[config.mk]
export PLATFORM = sky130hd
export DESIGN_NAME = id_ex_reg
export DESIGN_NICKNAME = d
export VERILOG_FILES = /design/src/rtl/id_ex_reg.sv
export SDC_FILE = /design/constraint.sdc
export NUM_CORES = 1
export LEC_CHECK = 0
export CORE_MARGIN = 4
export CORE_UTILIZATION = 40
export CTS_CLUSTER_SIZE = 28
export DETAILED_ROUTE_END_ITERATION = 10
export GPL_TIMING_DRIVEN = 0
export HOLD_SLACK_MARGIN = 0.03
export PLACE_DENSITY = 0.75
export RECOVER_POWER = 50
export SKIP_LAST_GASP = 1
export SLEW_MARGIN = 25
export SYNTH_ARGS = -nofsm -noshare
export SYNTH_HDL_FRONTEND = slang
export SYNTH_SLANG_ARGS = --single-unit
[constraint.sdc]
create_clock -name clk -period 6 [get_ports clk]
set_input_delay 1.2 -clock clk [delete_from_list [all_inputs] [get_ports clk]]
set_output_delay 1.2 -clock clk [all_outputs]
set_load 0.005 [all_outputs]
[src/rtl/id_ex_reg.sv]
// Decode-to-execute pipeline register: holds the decoded control bundle and operands,
// with stall, flush bubbles, a sticky halt after an end instruction and a bubble counter.
module id_ex_reg #(
    parameter int XLEN  = 32,
    parameter int RIDX  = 5,
    parameter int CNT_W = 32
) (
    input  logic             clk,
    input  logic             reset,
    input  logic             stallE,
    input  logic             flushE,
    input  logic             mem_to_regD,
    input  logic             mem_writeD,
    input  logic [2:0]       mem_sizeD,
    input  logic [1:0]       alu_srcAD,
    input  logic [1:0]       alu_srcBD,
    input  logic             reg_writeD,
    input  logic             jumpD,
    input  logic [3:0]       alu_controlD,
    input  logic             jump_srcD,
    input  logic             endD,
    input  logic             branchD,
    input  logic             inv_branchD,
    input  logic [XLEN-1:0]  rd1D,
    input  logic [XLEN-1:0]  rd2D,
    input  logic [XLEN-1:0]  immD,
    input  logic [XLEN-1:0]  pcD,
    input  logic [RIDX-1:0]  rs1D,
    input  logic [RIDX-1:0]  rs2D,
    input  logic [RIDX-1:0]  rdD,
    output logic             mem_to_regE,
    output logic             mem_writeE,
    output logic [2:0]       mem_sizeE,
    output logic [1:0]       alu_srcAE,
    output logic [1:0]       alu_srcBE,
    output logic             reg_writeE,
    output logic             jumpE,
    output logic [3:0]       alu_controlE,
    output logic             jump_srcE,
    output logic             endE,
    output logic             branchE,
    output logic             inv_branchE,
    output logic [XLEN-1:0]  rd1E,
    output logic [XLEN-1:0]  rd2E,
    output logic [XLEN-1:0]  immE,
    output logic [XLEN-1:0]  pcE,
    output logic [RIDX-1:0]  rs1E,
    output logic [RIDX-1:0]  rs2E,
    output logic [RIDX-1:0]  rdE,
    output logic             validE,
    output logic             haltedE,
    output logic [CNT_W-1:0] bubble_cnt
);

    typedef struct packed {
        logic            mem_to_reg;
        logic            mem_write;
        logic [2:0]      mem_size;
        logic [1:0]      alu_srcA;
        logic [1:0]      alu_srcB;
        logic            reg_write;
        logic            jump;
        logic [3:0]      alu_control;
        logic            jump_src;
        logic            fin;
        logic            branch;
        logic            inv_branch;
        logic [XLEN-1:0] rd1;
        logic [XLEN-1:0] rd2;
        logic [XLEN-1:0] imm;
        logic [XLEN-1:0] pc;
        logic [RIDX-1:0] rs1;
        logic [RIDX-1:0] rs2;
        logic [RIDX-1:0] rd;
    } bundle_t;

    bundle_t          in_b;
    bundle_t          bundle_d, bundle_q;
    logic             valid_d, valid_q;
    logic             halted_d, halted_q;
    logic [CNT_W-1:0] cnt_d, cnt_q;

    function automatic logic [CNT_W-1:0] sat_inc(input logic [CNT_W-1:0] v);
        return (&v) ? v : v + CNT_W'(1);
    endfunction

    always_comb begin
        in_b.mem_to_reg  = mem_to_regD;
        in_b.mem_write   = mem_writeD;
        in_b.mem_size    = mem_sizeD;
        in_b.alu_srcA    = alu_srcAD;
        in_b.alu_srcB    = alu_srcBD;
        in_b.reg_write   = reg_writeD;
        in_b.jump        = jumpD;
        in_b.alu_control = alu_controlD;
        in_b.jump_src    = jump_srcD;
        in_b.fin         = endD;
        in_b.branch      = branchD;
        in_b.inv_branch  = inv_branchD;
        in_b.rd1         = rd1D;
        in_b.rd2         = rd2D;
        in_b.imm         = immD;
        in_b.pc          = pcD;
        in_b.rs1         = rs1D;
        in_b.rs2         = rs2D;
        in_b.rd          = rdD;
    end

    always_comb begin
        bundle_d = bundle_q;
        valid_d  = valid_q;
        halted_d = halted_q;
        cnt_d    = cnt_q;
        if (flushE) begin
            // Bubble clears rd too, so forwarding logic never matches it.
            bundle_d = '0;
            valid_d  = 1'b0;
            cnt_d    = sat_inc(cnt_q);
        end else if (!stallE) begin
            bundle_d = in_b;
            valid_d  = !halted_q;
            if (halted_q) begin
                // Past an end instruction nothing may cause architectural side effects.
                bundle_d.fin       = 1'b0;
                bundle_d.reg_write = 1'b0;
                bundle_d.mem_write = 1'b0;
                bundle_d.jump      = 1'b0;
                bundle_d.branch    = 1'b0;
            end else if (endD) begin
                halted_d = 1'b1;
            end
        end
    end

    always_ff @(posedge clk) begin
        if (reset) begin
            bundle_q <= '0;
            valid_q  <= 1'b0;
            halted_q <= 1'b0;
            cnt_q    <= '0;
        end else begin
            bundle_q <= bundle_d;
            valid_q  <= valid_d;
            halted_q <= halted_d;
            cnt_q    <= cnt_d;
        end
    end

    assign mem_to_regE  = bundle_q.mem_to_reg;
    assign mem_writeE   = bundle_q.mem_write;
    assign mem_sizeE    = bundle_q.mem_size;
    assign alu_srcAE    = bundle_q.alu_srcA;
    assign alu_srcBE    = bundle_q.alu_srcB;
    assign reg_writeE   = bundle_q.reg_write;
    assign jumpE        = bundle_q.jump;
    assign alu_controlE = bundle_q.alu_control;
    assign jump_srcE    = bundle_q.jump_src;
    assign endE         = bundle_q.fin;
    assign branchE      = bundle_q.branch;
    assign inv_branchE  = bundle_q.inv_branch;
    assign rd1E         = bundle_q.rd1;
    assign rd2E         = bundle_q.rd2;
    assign immE         = bundle_q.imm;
    assign pcE          = bundle_q.pc;
    assign rs1E         = bundle_q.rs1;
    assign rs2E         = bundle_q.rs2;
    assign rdE          = bundle_q.rd;
    assign validE       = valid_q;
    assign haltedE      = halted_q;
    assign bubble_cnt   = cnt_q;

endmodule

* Word level (Yosys, flattened, before mapping)
Cells that the tools add are included.
** Word-level totals
- Output and inout port bits :: 196
- Register bits after elaboration :: 196
- Bits of input ports :: 166
- Word-level logic and storage cells :: 36
** Operators by class
- Reductions and logical operators :: 5
- Mux-type cells :: 5
- Bitwise operators :: 3
- $add $sub $neg :: 1
** Operators by type and width (count)
- adder 32 x 1 -> 32 bit, second input constant :: 1
- AND reduction 32 bit :: 1
- two-way mux 2 bit :: 2
- AND reduction 2 bit :: 2
- two-way mux 1 bit :: 3
- inverter 1 bit :: 3
- OR reduction 2 bit :: 1
- zero test 1 bit :: 1

* Longest topological paths before layout
Gate-level depths: netlist of the first run.
- Word-level depth :: 3
- Gate-level depth with buffers :: 8
- Depth with buffers taken out :: 6

* Worst setup path after synthesis of the first run
OpenSTA, ideal clock, no wires.
- Kind :: in2reg
- Start point :: in stallE
- End point :: reg bundle_q, in the netlist immE[27]
- Slack :: 3493 ps
- Library setup time :: 128 ps
- Data arrival time :: 2379 ps
- Required time :: 5872 ps
- Stages on the path :: 5
- Buffers on the path :: 3
- Cells stage by stage :: clkbuf_1 clkbuf_1 buf_1 mux2i_1 nor2_1
** RTL lines
- from (decl) :: line 10 : input logic stallE,
- to (signal assigned) :: line 142 : bundle_q <= bundle_d;
- to (decl) :: line 78 : bundle_t bundle_d, bundle_q;

* Worst setup path in the final report of the first run
- Start point :: in flushE
- End point :: reg bundle_q, in the netlist rd1E[15]
** Between the ends
- Word-level cells in the longest chain between the ends :: 1
** Ends and longest elaborated chain
- from (decl) :: line 11 : input logic flushE,
- OR reduction 2 bit (no source line)
No other way between the ends.
A chain may end at the register's enable or synchronous reset.

==> results of run 1 <==
-- tightest hold or removal path, cell delays in order (launching register included) --
cell	delay (ps)
dfxtp_1	320
mux2i_1	60
nor2_1	70
-- logic make-up (layout without fill, tap and decap cells) --
family,after synthesis,after routing
and+or+nand+nor,257,257
DFF,196,196
muxes,160,160
AOI/OAI and AO/OA,54,54
buffers and inverters,51,442
xor gates and xnor gates,6,6
adders and majority gates,1,1
other,0,2
-- metal layers --
| layer | global-route usage | wire length (um) | vias up |
|---|---|---|---|
| li1 | - | - | 3270 |
| met1 | 0.242 | 8690 | 3073 |
| met2 | 0.391 | 12100 | 259 |
| met3 | 0.0979 | 2580 | 35 |
| met4 | 0.0793 | 602 | 2 |
| met5 | 0 | 13 | - |
-- cells in the final DEF, fill, tap and decap left out, drive strengths merged --
| cell type | Yosys | final |
|---|---|---|
| dfxtp | 196 | 196 |
| dlygate4sd3 | 1 | 184 |
| nor2 | 177 | 177 |
| clkdlybuf4s50 | 0 | 176 |
| mux2i | 158 | 158 |
| clkbuf | 31 | 48 |
| a21oi | 23 | 23 |
| buf | 17 | 17 |
| o31ai | 16 | 16 |
| or4 | 16 | 16 |
| nand2 | 12 | 12 |
| inv | 2 | 11 |
| nand3 | 10 | 10 |
| nand4 | 9 | 9 |
| or3 | 8 | 8 |
| o21ai | 6 | 6 |
| nor4 | 6 | 6 |
| a22oi | 5 | 5 |
| nor3 | 5 | 5 |
| and4 | 5 | 5 |
| xnor2 | 4 | 4 |
| or2 | 4 | 4 |
| clkinv | 0 | 3 |
| diode | 0 | 2 |
| nor2b | 2 | 2 |
| mux2 | 2 | 2 |
| xor2 | 2 | 2 |
| clkinvlp | 0 | 2 |
| and3 | 2 | 2 |
| a41oi | 1 | 1 |
| nor4b | 1 | 1 |
| o21a | 1 | 1 |
| o21ba | 1 | 1 |
| o311ai | 1 | 1 |
| ha | 1 | 1 |
| bufinv | 0 | 1 |
-- final timing paths --
path / start / to / slack, ps / cells after the start
max: flushE / rd1E[15]$_SDFFE_PP0N_ / 2810 / 6
min: alu_srcAE[1]$_SDFFE_PP0N_ / alu_srcAE[1]$_SDFFE_PP0N_ / 490 / 2
max reg2reg: bubble_cnt[0]$_SDFFE_PP0P_ / bubble_cnt[1]$_SDFFE_PP0P_ / 3580 / 6
min reg2reg: alu_srcAE[1]$_SDFFE_PP0N_ / alu_srcAE[1]$_SDFFE_PP0N_ / 490 / 2
-- final cells by class --
type,count,area (um^2),share of cell area
Buffer,49,230,0.0194
Timing Repair Buffer,359,3590,0.303
Clock inverter,15,161,0.0136
Inverter,2,7.51,0.000633
Tap cell,229,287,0.0242
Sequential cell,196,3920,0.331
Clock buffer,17,425,0.0359
Multi-Input combinational cell,478,3230,0.272
Antenna cell,2,5.00,0.000422
-- flip-flops by register name, summed over array words and instances (netlist names), 2 cells and up --
register and count:
alu_srcAE 2, alu_srcBE 2, bubble_cnt 32, rs2E 5
mem_sizeE 3, rs1E 5, rdE 5, rd2E 32
alu_controlE 4, immE 32, rd1E 32, pcE 32
-- report_power, final --
part	internal, mW	switching, mW	leakage (nW)	total, mW
clock network	0.595	0.545	0.286	1.14
logic	0.201	0.124	3.36	0.325
registers	1.34	0.0183	1.59	1.36
-- per-stage QoR --
step / cell area, um^2 / total power [mW] / cells
floorplan: 7400 / 1.51 / 725
global placement: 11300 / 1.73 / 1313
detailed placement: 11300 / 1.73 / 1313
CTS: 11900 / 2.87 / 1345
global route: 11900 / 2.94 / 1345
finish: 11900 / 2.82 / 1347
==> out/results.tsv, run 1 <==
metric	value	unit
outcome	finished, final reports clean	
maximum resistive drop on vdd	188	uV
Simple-Gate Fraction of Synth Area	0.165	
minimum clock period	3190	ps
post-synth top area share	0.530	
Clock Tree Root	clkbuf_16	
setup slack after layout	2810	ps
Synth cell types	46	
initial drt markers	256	
FMAX	313	MHz
Crit. End Element	register	
synthesized net count	892	
cell leakage power	5.24	nW
Final HPWL DP	18.7	mm
slowest stage cell, crit path	dlygate4sd3_1	
relative slew slack	0.403	
total core area	0.0181	mm^2
post-cts repair resize count	0	
gpl congestion	0.836	
DR vias/cell	4.93	
Clock Skew	9.92	ps
via count	6639	
final wirelength	24.0	mm
pre-CTS setup slack	2240	ps
Worst path max stage delay	670	ps
DRC	0	
ratio of cells with drive above 1 in the final layout	0.0484	
First-pass DRT Iterations	4	
Critical Path RT	6290	ps
Avg WL per Cell	17.8	um
setup bufs post-CTS	0	
Worst-Margin Slew	887	ps
Setup TNS	0	ps
max-cap violations	0	
Mapped Cells	725	
crit-path cells	dlygate4sd3_1 -> or2_2 -> clkbuf_1 -> clkbuf_1 -> clkbuf_1 -> nor2_1	
Post-Syn Area	0.00740	mm^2
Synth Area in Compound Gates	0.0475	
CP bufs+invs	4	
first-pass GRT wire length	35.9	mm
power per cell area	238	mW/mm^2
CTS buffer count	17	
die area	0.0207	mm^2
fill cell total of the finished layout	1509	
RSZ-0062 raised after global routing	false	
IO Count	362	
Hold Slack	488	ps
Crit path max-delay family	buffers and inverters	
worst hold path class	register to register	
CTS Hold Bufs	0	
synth warn	0	
GRT Total Usage	0.224	
clock sink count	196	
CP Max Fanout	10	
antenna violations before repair	1	
Worst-path clk slew	70	ps
Initial Util	0.409	
largest family of logic cells by synthesized area	multiplexers	
multiplexer share of the synthesized area	0.217	
CTS tree	yes	
commonest cells in the netlist	dfxtp_1 (196), nor2_1 (177), mux2i_1 (158)	
Final ANT Viol Nets	0	
EDFF count, synth	0	
CP Class	primary input to register	
nets	1270	
Layout Utilization	0.656	
row cnt	49	
grt ovf	0	
post-synthesis xor/xnor area fraction	0.00710	
CTS Buffer Depth	2	
most common flop cell mapped by yosys	dfxtp_1	
most frequent cell after synthesis	dfxtp_1	
Die W	144	um
Die Span Y	144	um
setup violators final	0	
IO buf count	359	
Data arrival, critical path	3480	ps
Worst Setup Start Kind	primary input	
Adder-Cell Fraction of Synth Area	0.00169	
async set-reset flop share out of synthesis	0	
vias in the first global route	6529	
Worst-Skew Late Latency	420	ps
Synth area leaders	dfxtp_1 (53%), mux2i_1 (21%), nor2_1 (9.0%), a21oi_1 (1.6%), clkbuf_1 (1.5%)	
Slew Viols, Final	0	
flops & latches, synth	196	
Max H-tree Level	4	
sequential fraction of the synthesis area	0.530	
final worst-path cycle share	0.532	
Post-Syn Area per Cell	10.2	um^2
largest net degree at the start of global routing	20	
cell taking the most area after synthesis	dfxtp_1	
area delta synth->final	60.2	%
final hold vios	0	
most frequent CP cell	clkbuf_1	
No activity file was read; power rests on OpenSTA's default activity.
==> inputs of run 2 (changes only) <==
==> constraint.sdc (replaced) <==
create_clock -name clk -period 3.1 [get_ports clk]
set_input_delay 0.62 -clock clk [delete_from_list [all_inputs] [get_ports clk]]
set_output_delay 0.62 -clock clk [all_outputs]
set_load 0.005 [all_outputs]
==> run 2 against run 1 <==
Sequential share of layout area unchanged. Clock-buffer cell count unchanged. Cell count unchanged. Flip-flop and latch count unchanged. First-iteration DRC count increased by 13%. Global-route usage unchanged. Non-clock buffer count unchanged. Utilization unchanged.
==> out/results.tsv, run 2 (synthesis results as in run 1) <==
metric	value	unit	change
setup bufs post-CTS	0		unchanged
row cnt	49		unchanged
outcome	finished, final reports clean		
Cells after DPL	1313		unchanged
most frequent CP cell	clkbuf_1		
Worst path max stage delay	670	ps	about the same
Critical Path RT	3390	ps	-2900 ps
ratio of cells with drive above 1 in the final layout	0.0484		unchanged
DP Area	0.0113	mm^2	unchanged
max-cap violations	0		unchanged
grt ovf	0		unchanged
Final ANT Viol Nets	0		unchanged
Die W	144	um	unchanged
die area	0.0207	mm^2	unchanged
nets	1270		unchanged
via count	6652		+0.20%
CTS tree	yes		
CTS buffer count	17		unchanged
final worst-path cycle share	0.843		
CTS Hold Bufs	0		unchanged
Worst-Margin Slew	872	ps	-15.7 ps
minimum clock period	2610	ps	
setup violators final	0		unchanged
most frequent cells in the layout	dfxtp_1 (196), dlygate4sd3_1 (195), nor2_1 (177), clkdlybuf4s50_1 (165), mux2i_1 (158)		
total core area	0.0181	mm^2	unchanged
DR vias/cell	4.94		+0.20%
IO Count	362		unchanged
post-cts repair resize count	0		unchanged
Die Span Y	144	um	unchanged
Worst-Skew Late Latency	420	ps	about the same
final hold vios	0		unchanged
total power	5.46	mW	+94%
commonest non-fill, non-tap cell in the layout	dfxtp_1		
initial drt markers	289		+13%
antenna violations before repair	1		unchanged
First-pass DRT Iterations	4		unchanged
Data arrival, critical path	2900	ps	-580 ps
RSZ-0062 raised after global routing	false		
slowest stage cell, crit path	dlygate4sd3_1		
GRT Total Usage	0.224		unchanged
post-route cell area	0.0119	mm^2	unchanged
area delta synth->final	60.2	%	unchanged
final wirelength	24.0	mm	about the same
relative slew slack	0.414		+0.0106
CP Class	primary input to register		
fin cells	1347		unchanged
Final HPWL DP	18.7	mm	unchanged
FMAX	383	MHz	
Crit path max-delay family	buffers and inverters		
DRC	0		unchanged
Worst-path clk slew	70	ps	about the same
maximum resistive drop on vdd	362	uV	+93%
Slew Viols, Final	0		unchanged
cell leakage power	5.28	nW	+0.75%
vias in the first global route	6529		unchanged
Avg WL per Cell	17.9	um	about the same
CTS Buffer Depth	2		unchanged
gpl congestion	0.836		unchanged
first-pass GRT wire length	35.9	mm	unchanged
Clock Skew	9.99	ps	+0.0631 ps
CP bufs+invs	4		unchanged
Crit. End Element	register		
fill cell total of the finished layout	1509		unchanged
Clock Tree Root	clkbuf_16		
CP Max Fanout	10		unchanged
crit-path cells	dlygate4sd3_1 -> or2_2 -> clkbuf_1 -> clkbuf_1 -> clkbuf_1 -> nor2_1		
largest net degree at the start of global routing	20		unchanged
Worst Setup Start Kind	primary input		
IO buf count	359		unchanged
power per cell area	460	mW/mm^2	+94%
Initial Util	0.409		unchanged
Max H-tree Level	4		unchanged
worst hold path class	register to register		
Hold Slack	488	ps	-0.00500 ps
clock sink count	196		unchanged
==> run 2: final cells by class <==
type                    count  area [um^2]  share of cell area
inverters                   2         7.51            0.000633
multi-input cells         478         3230               0.272
clock inverters            15          161              0.0136
flip-flops and latches    196         3920               0.331
well taps                 229          287              0.0242
diodes                      2         5.00            0.000422
repair buffers            359         3590               0.303
clock buffers              17          425              0.0359
plain buffers              49          230              0.0194
==> run 2: worst paths after layout <==
check	startpoint	end	slack, ps	cells past startpoint
min reg2reg	alu_srcAE[1]$_SDFFE_PP0N_	alu_srcAE[1]$_SDFFE_PP0N_	490	2
max	flushE	rd1E[15]$_SDFFE_PP0N_	490	6
max reg2reg	bubble_cnt[0]$_SDFFE_PP0P_	bubble_cnt[1]$_SDFFE_PP0P_	690	6
min	alu_srcAE[1]$_SDFFE_PP0N_	alu_srcAE[1]$_SDFFE_PP0N_	490	2
==> run 2: where the power goes <==
part           internal (mW)  switching (mW)  leakage [nW]
registers               2.59          0.0354          1.59
clock network           1.15            1.05         0.286
logic                  0.389           0.240          3.40
total                   4.13            1.33          5.28
==> run 2: per-layer routing <==
layer	vias up	routed length (um)	global-route usage
li1	3272	-	-
met5	-	13	0
met1	3085	8760	0.242
met3	35	2540	0.0979
met2	258	12100	0.391
met4	2	597	0.0793
==> run 2: worst min-delay path: stages, from the launching register on <==
cell and delay, ps:
dfxtp_1 320, mux2i_1 60, nor2_1 70
==> run 2: stage by stage <==
step / util / setup TNS (ps) / setup WS [ps]
floorplan: - / 0 / 1090
global placement: 0.624 / -7.18 / -6.33
detailed placement: 0.624 / -489 / -75.8
CTS: 0.656 / 0 / 404
global route: 0.656 / 0 / 243
finish: 0.656 / 0 / 486
